$ cat src/rtl/pipelined_right_aligner.sv
// Right-aligning barrel shifter with sticky collection, built from log2 shift stages,
// optional inter-stage registers, and a valid/ready chain that collapses bubbles.
module pipelined_right_aligner #(
  parameter int                    DataSize   = 25,
  parameter int                    ShiftWidth = 5,
  parameter logic [ShiftWidth-1:0] RegMask    = 5'b10100,
  parameter int                    TagWidth   = 4
) (
  input  logic                  Clk,
  input  logic                  Rst,
  input  logic                  InValid,
  output logic                  InReady,
  input  logic [DataSize-1:0]   Mantissa,
  input  logic [ShiftWidth-1:0] Shifts,
  input  logic [TagWidth-1:0]   InTag,
  output logic                  OutValid,
  input  logic                  OutReady,
  output logic [DataSize-1:0]   Aligned,
  output logic                  Sticky,
  output logic [TagWidth-1:0]   OutTag
);

  for (genvar k = 0; k < ShiftWidth; k++) begin : g_stage
    localparam int Amt    = 2 ** k;
    localparam int SelW   = ShiftWidth - k;
    localparam bit IsLast = (k == ShiftWidth - 1);

    logic [DataSize-1:0] data_i, shifted, data_d, data_o;
    logic [SelW-1:0]     sh_i;
    logic [TagWidth-1:0] tag_i, tag_o;
    logic                sticky_i, sat_i, vld_i, lost, sticky_d, sticky_o, vld_o;
    logic                go, go_nxt;

    if (k == 0) begin : g_head
      assign data_i   = Mantissa;
      assign sticky_i = 1'b0;
      assign sh_i     = Shifts;
      assign sat_i    = (32'(Shifts) >= 32'(DataSize));
      assign tag_i    = InTag;
      assign vld_i    = InValid;
    end else begin : g_link
      assign data_i   = g_stage[k-1].data_o;
      assign sticky_i = g_stage[k-1].sticky_o;
      assign sh_i     = g_stage[k-1].g_fwd.sh_o;
      assign sat_i    = g_stage[k-1].g_fwd.sat_o;
      assign tag_i    = g_stage[k-1].tag_o;
      assign vld_i    = g_stage[k-1].vld_o;
    end

    if (Amt >= DataSize) begin : g_wide
      assign shifted = '0;
      assign lost    = |data_i;
    end else begin : g_narrow
      assign shifted = data_i >> Amt;
      assign lost    = |data_i[Amt-1:0];
    end

    // Saturated counts are resolved in the last stage: OR of remaining data plus sticky is |Mantissa.
    always_comb begin
      data_d   = sh_i[0] ? shifted : data_i;
      sticky_d = sticky_i | (sh_i[0] & lost);
      if (IsLast && sat_i) begin
        data_d   = '0;
        sticky_d = sticky_i | (|data_i);
      end
    end

    if (IsLast) begin : g_tail
      assign go_nxt = OutReady;
    end else begin : g_mid
      assign go_nxt = g_stage[k+1].go;
    end

    if (RegMask[k]) begin : g_reg
      logic [DataSize-1:0] data_q;
      logic [TagWidth-1:0] tag_q;
      logic                sticky_q, vld_q;

      assign go = !vld_q || go_nxt;

      always_ff @(posedge Clk) begin
        if (Rst) begin
          vld_q <= 1'b0;
        end else if (go) begin
          vld_q <= vld_i;
        end
        if (Rst && IsLast) begin
          data_q   <= '0;
          sticky_q <= 1'b0;
          tag_q    <= '0;
        end else if (go) begin
          data_q   <= data_d;
          sticky_q <= sticky_d;
          tag_q    <= tag_i;
        end
      end

      assign data_o   = data_q;
      assign sticky_o = sticky_q;
      assign tag_o    = tag_q;
      assign vld_o    = vld_q;
    end else begin : g_pass
      assign go       = go_nxt;
      assign data_o   = data_d;
      assign sticky_o = sticky_d;
      assign tag_o    = tag_i;
      assign vld_o    = vld_i;
    end

    // Only the still-unused shift bits and the saturate flag travel on to later stages.
    if (!IsLast) begin : g_fwd
      logic [SelW-2:0] sh_o;
      logic            sat_o;
      if (RegMask[k]) begin : g_reg
        logic [SelW-2:0] sh_q;
        logic            sat_q;
        always_ff @(posedge Clk) begin
          if (go) begin
            sh_q  <= sh_i[SelW-1:1];
            sat_q <= sat_i;
          end
        end
        assign sh_o  = sh_q;
        assign sat_o = sat_q;
      end else begin : g_pass
        assign sh_o  = sh_i[SelW-1:1];
        assign sat_o = sat_i;
      end
    end
  end

  assign InReady  = g_stage[0].go;
  assign OutValid = g_stage[ShiftWidth-1].vld_o;
  assign Aligned  = g_stage[ShiftWidth-1].data_o;
  assign Sticky   = g_stage[ShiftWidth-1].sticky_o;
  assign OutTag   = g_stage[ShiftWidth-1].tag_o;

endmodule
$ cat config.mk
export PLATFORM = sky130hd
export DESIGN_NAME = pipelined_right_aligner
export DESIGN_NICKNAME = d
export VERILOG_FILES = /design/src/rtl/pipelined_right_aligner.sv
export SDC_FILE = /design/constraint.sdc
export NUM_CORES = 1
export LEC_CHECK = 0
export ABC_AREA = 1
export CAP_MARGIN = 20
export CORE_ASPECT_RATIO = 0.7
export CORE_MARGIN = 2
export CORE_UTILIZATION = 45
export DETAILED_ROUTE_END_ITERATION = 10
export PLACE_DENSITY_LB_ADDON = 0.2
export SLEW_MARGIN = 0
export SYNTH_ARGS = -nofsm -noshare
export SYNTH_HDL_FRONTEND = slang
export SYNTH_SLANG_ARGS = --single-unit
$ cat constraint.sdc
create_clock -name Clk -period 5.2 [get_ports Clk]
set_input_delay 1.3 -clock Clk [delete_from_list [all_inputs] [get_ports Clk]]
set_output_delay 1.3 -clock Clk [all_outputs]
set_load 0.01 [all_outputs]
==> impl_results.md, run 1 <==
- Post-layout util: 58.7%
- Register area: ~1600 um^2
- HP Start: Aligned[7]$_SDFFE_PP0P_
- Mapped Cells: 471
- Layout Cells excl Fill: 631
- Net Count, Synth: 509
- CTS Hold Buffers Added: 0
- Synth warn: 0
- Placed insts: 615
- Max-slew headroom: 40.9%
- Diodes inserted: 0
- Sequential share of power: 49.1%
- Number of global-route vias before repair: 2870
- Core Box Area: 7420 um^2
- Worst hold stages: 2
- Final Cycle Share: 75.4%
- CTS tree: yes
- Final setup margin: approximately 1.3 ns
- Fin nets: 566
- CP bufs+invs: 2
- Crit-path max cell delay: 0.59 ns
- Post-synthesis sequential area ratio: 46.7%
- FP Rows: 26
- CP max stage cell: clkdlybuf4s50_1
- Drt wl/cell: between 10 and 15 um
- Drt pass-1 iters: 5
- Layout cells sized above 1: 6.75%
- Maximum VDD drop: 0.125 mV
- Achievable Freq: 255 MHz
- Fill cell count: 730
- Clock power share: 33.0%
- Die height: 77.7 um
- Post-CTS Resized: 0
- Total setup buffers inserted after CTS: 0
- Total gr overflow: 0
- Final wirelength: 8250 um
- Crit-path cells: clkdlybuf4s50_1 -> nor2_4 -> nand2_1 -> clkdlybuf4s50_1
- Avg Cell Area, Syn: around 7.4 um^2
- Final hold violation count: 0
- Fin Hold WS: 0.465 ns
- Sw frac: 27.8%
- Status: finished clean
- Setup crit start kind: input port
- Lkg Pwr: 1.82 nW
- CTS sink cnt: 65
- Final setup viols: 0
- GP Congestion: 0.943
- Initial antenna violation count: 0
- Critical-path maximum fanout: 2
- Dpl hpwl: 6410 um
- Critical Path Sink Type: output port
- Cell repeated most along the worst path: clkdlybuf4s50_1
- Worst slew pin tran: 0.886 ns
- H-Tree Depth: 3
- Worst hold path class: flop to flop
- Combinational share of power: 17.9%
- Required @ worst endpoint: approximately 4 ns
- R2R cell count: 9
- Reg-to-reg slack, setup: 3.25 ns
- Worst Skew: 0.00861 ns
- PortBufs: 69
- Synth-to-layout area growth: 24.6%
- P_sw: roughly 0.00035 W
- Unrepaired setup endpoints after global routing: false
- First-pass GRT wire length: 13700 um
- Vias per cell: 5.12
- Commonest non-fill, non-tap cells in the layout: nand2_1 (161), clkdlybuf4s50_1 (69), nor2_1 (55)
- Kind of critical path: input port to output port
- Int Pwr: 0.000899 W
- Crit path DAT: 2.62 ns
- DRC errors left: 0
- PwrDens: 286 nW/um^2
- CTS root buffer: clkbuf_8
- Die X: around 110 um
- Top delay family on crit path: buffers and inverters
- Fin. max-slew vios: 0
- Commonest non-fill, non-tap cell in the layout: nand2_1
- Die footprint: 8500 um^2
- Pre-CTS WS: 1.27 ns
- Tmin final: 3.92 ns
- Max-cap viol count: 0
- Area of the mapped netlist: 3500 um^2
- Total track usage: 20.8%
- R2R Path Start: g_stage[2].g_fwd.g_reg.sh_q[0]$_DFFE_PP_
- Worst Hold End: Aligned[7]$_SDFFE_PP0P_
- Io pins: 70
- Reg2reg end: Sticky$_SDFFE_PP0P_
- Largest net degree at the start of global routing: 35
- CTS clk-pin slew, worst paths: 0.07 ns
- Post-DRT Antenna Nets: 0
- 1st-iter DRT viols: 243
- Synthesis-stage register bit count: 65
- CP Depth: 4
- Clock buffer depth: 2
- Worst-Skew Late Latency: 0.34 ns
- Setup TNS: 0 ns
- Detailed-route via count: 3233
- Starting Density: a little under half
- Area of the multi-input gates: 1590 um^2
- CTS Buf Count: 9
- Yosys cell types: 29
[synthesized netlist by cell type]
master / count / area, um^2
nor2_8: 1 / 20.0
clkbuf_1: 9 / 33.8
nand2_2: 11 / 68.8
o22ai_1: 1 / 6.26
buf_4: 4 / 30.0
o2111ai_1: 1 / 8.76
inv_6: 1 / 8.76
nand3_1: 26 / 130
a22oi_1: 7 / 52.6
nand2_1: 161 / 604
buf_1: 2 / 7.51
dfxtp_1: 32 / 641
o21ai_1: 2 / 10.0
buf_12: 1 / 20.0
nor3_1: 1 / 5.00
nor2_4: 1 / 11.3
o21ai_0: 54 / 270
buf_6: 5 / 56.3
clkinv_1: 1 / 3.75
a31oi_1: 2 / 12.5
nand2_4: 1 / 11.3
buf_2: 6 / 30.0
mux2i_1: 3 / 30.0
edfxtp_1: 33 / 991
inv_1: 22 / 82.6
nor2_1: 55 / 206
a21oi_1: 25 / 125
nand4_1: 2 / 12.5
inv_4: 1 / 6.26
[metal layers]
| layer | GRT usage, % | vias to the layer above | part of all wire [%] |
|---|---|---|---|
| met5 | 0 | - | 0 |
| met4 | 6.96 | 0 | 1.9 |
| met3 | 5.55 | 15 | 7.4 |
| met2 | 27.4 | 118 | 40 |
| met1 | 32.3 | 1436 | 51 |
| li1 | - | 1664 | - |
[kinds of logic after synthesis]
family          count (synthesis)  synth area share, %
mux                             3                0.859
flops                          65                 46.7
simple gates                  259                 30.6
compound gates                 92                 13.9
buf+inv                        52                 7.98
[registers in the layout, indices dropped and copies added, names as in the netlist]
| name | flops |
|---|---|
| g_stage.data_o | 25 |
| OutValid | 1 |
| g_stage.g_reg.sticky_q | 1 |
| Sticky | 1 |
| g_stage.g_fwd.g_reg.sh_q | 2 |
| g_stage.g_reg.tag_q | 4 |
| g_stage.g_reg.vld_q | 1 |
| g_stage.g_fwd.g_reg.sat_q | 1 |
| Aligned | 25 |
| OutTag | 4 |
[power by group through the flow]
stage	Combinational [W]	Clock [W]	Sequential [W]
2_1_floorplan	0.000140	0	0.000616
3_3_place_gp	0.000219	0	0.000622
3_5_place_dp	0.000221	0	0.000623
4_1_cts	0.000222	0.000419	0.000611
5_1_grt	0.000251	0.000440	0.000617
6_report	0.000223	0.000411	0.000612
[final cells by class]
| class | instances | share of cell area [%] |
|---|---|---|
| Clock buffer | 9 | 2.84 |
| Clock inverter | 7 | 1.64 |
| Inverter | 25 | 2.33 |
| Multi-Input combinational cell | 354 | 36.4 |
| Sequential cell | 65 | 37.4 |
| Tap cell | 98 | 2.81 |
| Timing Repair Buffer | 73 | 16.5 |
[worst max path at each step]
stage | start | end | slack [ns]
after global placement | OutReady | InReady | 1.24
final | OutReady | InReady | 1.28
after floorplan | OutReady | InReady | 1.60
after global routing | OutReady | InReady | 1.23
after detailed placement | OutReady | InReady | 1.27
after CTS | OutReady | InReady | 1.25
[metrics by stage]
step	total power, W	cell area, um^2
6_report	0.00125	4360
5_1_grt	0.00131	4360
4_1_cts	0.00125	4360
3_5_place_dp	0.000844	4160
3_3_place_gp	0.000841	4160
2_1_floorplan	0.000756	3500
[worst register-to-register path: cells and delay by family (launching register included)]
kind,cells,cell delay (ns)
AO/OA/AOI/OAI,1,0.06
flip-flops,1,0.93
AND/OR/NAND/NOR,7,0.62
buffers and inverters,1,0.23
Power figures use the tool's default switching activity.
==> inputs of run 2 (changes only) <==
==> constraint.sdc (replaced) <==
create_clock -name Clk -period 4 [get_ports Clk]
set_input_delay 1 -clock Clk [delete_from_list [all_inputs] [get_ports Clk]]
set_output_delay 1 -clock Clk [all_outputs]
set_load 0.01 [all_outputs]
==> impl_results.md, run 2 (synthesis gave the netlist of run 1 again) <==
- FP Rows: 26 (unchanged)
- CTS sink cnt: 65 (unchanged)
- Reg-to-reg slack, setup: 2.01 ns (-1.24 ns)
- Worst slew pin tran: 0.919 ns (+0.0331 ns)
- Crit-path max cell delay: 0.59 ns (about the same)
- Core Box Area: 7420 um^2 (unchanged)
- Maximum VDD drop: 0.184 mV (+47%)
- Die footprint: 8500 um^2 (unchanged)
- Largest net degree at the start of global routing: 35 (unchanged)
- Achievable Freq: 300 MHz
- Final Cell Area: 4420 um^2 (+1.4%)
- R2R cell count: 9 (unchanged)
- Final wirelength: 8330 um (+0.95%)
- Lkg Pwr: 1.85 nW (+1.9%)
- Cell repeated most along the worst path: clkdlybuf4s50_1
- Dpl hpwl: 6360 um (-0.82%)
- Io pins: 70 (unchanged)
- Die X: 109 um (unchanged)
- Total track usage: 21.2% (+0.46 points)
- Clock buffer depth: 2 (unchanged)
- Pre-CTS WS: 0.663 ns (-0.606 ns)
- Post-DRT Antenna Nets: 0 (unchanged)
- DRC errors left: 0 (unchanged)
- Worst Skew: 0.00909 ns (+0.000485 ns)
- Total Power: 0.00175 W (+41%)
- PwrDens: 397 nW/um^2 (+39%)
- Post-CTS Resized: 0 (unchanged)
- 1st-iter DRT viols: 261 (+7.4%)
- CP max stage cell: clkdlybuf4s50_1
- HP Start: Aligned[5]$_SDFFE_PP0P_
- Drt pass-1 iters: 5 (unchanged)
- CTS clk-pin slew, worst paths: 0.07 ns (about the same)
- Diodes inserted: 0 (unchanged)
- CTS tree: yes
- Die height: 77.7 um (unchanged)
- Final setup viols: 0 (unchanged)
- Post-layout util: 59.6% (+0.84 points)
- Layout cells sized above 1: 7.10% (+0.35 points)
- Starting Density: 47.1% (unchanged)
- Worst hold stages: 2 (unchanged)
- Max-slew headroom: 38.7% (-2.2 points)
- Required @ worst endpoint: 3.00 ns (-0.90 ns)
- Drt wl/cell: 13.2 um (+0.63%)
- Tmin final: 3.33 ns
- Total setup buffers inserted after CTS: 0 (unchanged)
- Synth-to-layout area growth: 26.4%
- Critical-path maximum fanout: 2 (unchanged)
- Critical Path Sink Type: output port
- Setup crit start kind: input port
- Commonest non-fill, non-tap cell in the layout: nand2_1
- Vias per cell: 5.07 (-1.0%)
- Worst Hold End: Aligned[5]$_SDFFE_PP0P_
- Kind of critical path: input port to output port
- Status: finished clean
- H-Tree Depth: 3 (unchanged)
- Max-cap viol count: 0 (unchanged)
- First-pass GRT wire length: 13900 um (+1.7%)
- DP Area: 4180 um^2 (+0.36%)
- Final hold violation count: 0 (unchanged)
- Worst-Skew Late Latency: 0.34 ns (about the same)
- Worst hold path class: flop to flop
- Detailed-route via count: 3210 (-0.71%)
- Final Cycle Share: 83.4%
- Crit path DAT: 2.33 ns (-0.29 ns)
- Setup TNS: 0 ns (unchanged)
- Number of global-route vias before repair: 2950 (+2.8%)
- Initial antenna violation count: 0 (unchanged)
- GP Congestion: 0.955 (+1.3%)
- PortBufs: 69 (unchanged)
- Reg2reg end: Sticky$_SDFFE_PP0P_
- Fin nets: 568 (+0.35%)
- Total gr overflow: 0 (unchanged)
- Commonest non-fill, non-tap cells in the layout: nand2_1 (161), clkdlybuf4s50_1 (69), nor2_1 (55)
- CTS root buffer: clkbuf_8
- CTS Buf Count: 9 (unchanged)
- CTS Hold Buffers Added: 0 (unchanged)
- Fin. max-slew vios: 0 (unchanged)
- Unrepaired setup endpoints after global routing: false
- Final setup margin: 0.666 ns (-0.614 ns)
- R2R Path Start: g_stage[2].g_fwd.g_reg.sh_q[0]$_DFFE_PP_
- Crit-path cells: clkdlybuf4s50_1 -> nor2_4 -> nand2_1 -> clkdlybuf4s50_1
run 2: critical path: cells and delay by family:
kind	cells	cell delay, ns
and+or+nand+nor	2	0.24
buffers and inverters	2	1.09
run 2: worst max-delay path by stage:
| stage | start | slack (ns) | cells after the start | end |
|---|---|---|---|---|
| floorplan | OutReady | 1.0 | 3 | InReady |
| global placement | OutReady | 0.65 | 4 | InReady |
| detailed placement | OutReady | 0.66 | 4 | InReady |
| CTS | OutReady | 0.65 | 4 | InReady |
| global route | OutReady | 0.64 | 4 | InReady |
| finish | OutReady | 0.67 | 4 | InReady |
run 2: final cells by class:
cell class	count	area, um^2
inverter	25	101
clock buffer	9	124
tap	98	123
fill	696	3000
sequential	65	1630
multi-input combinational	354	1590
clock inverter	7	119
timing repair buffer	75	736
run 2: per-layer routing:
layer  up-vias  wire (um)  GRT usage (%)
met5         -          0              0
met4         0         57           4.18
met3         7        575           6.39
met2       107       3450           30.4
met1      1435       4250           31.7
li1       1661          -              -
run 2: metrics by stage:
stage	hold slack, ns	std cells
5_1_grt	0.483	633
3_3_place_gp	0.453	617
6_report	0.466	633
2_1_floorplan	0.441	471
4_1_cts	0.469	633
3_5_place_dp	0.458	617
run 2: power breakdown:
group,leakage [nW],switching (W),total [W],internal [W]
combinational,1.11,0.000163,0.000291,0.000128
clock,0.115,0.000256,0.000669,0.000413
sequential,0.620,0.0000386,0.000795,0.000756
total,1.85,0.000457,0.00175,0.00130
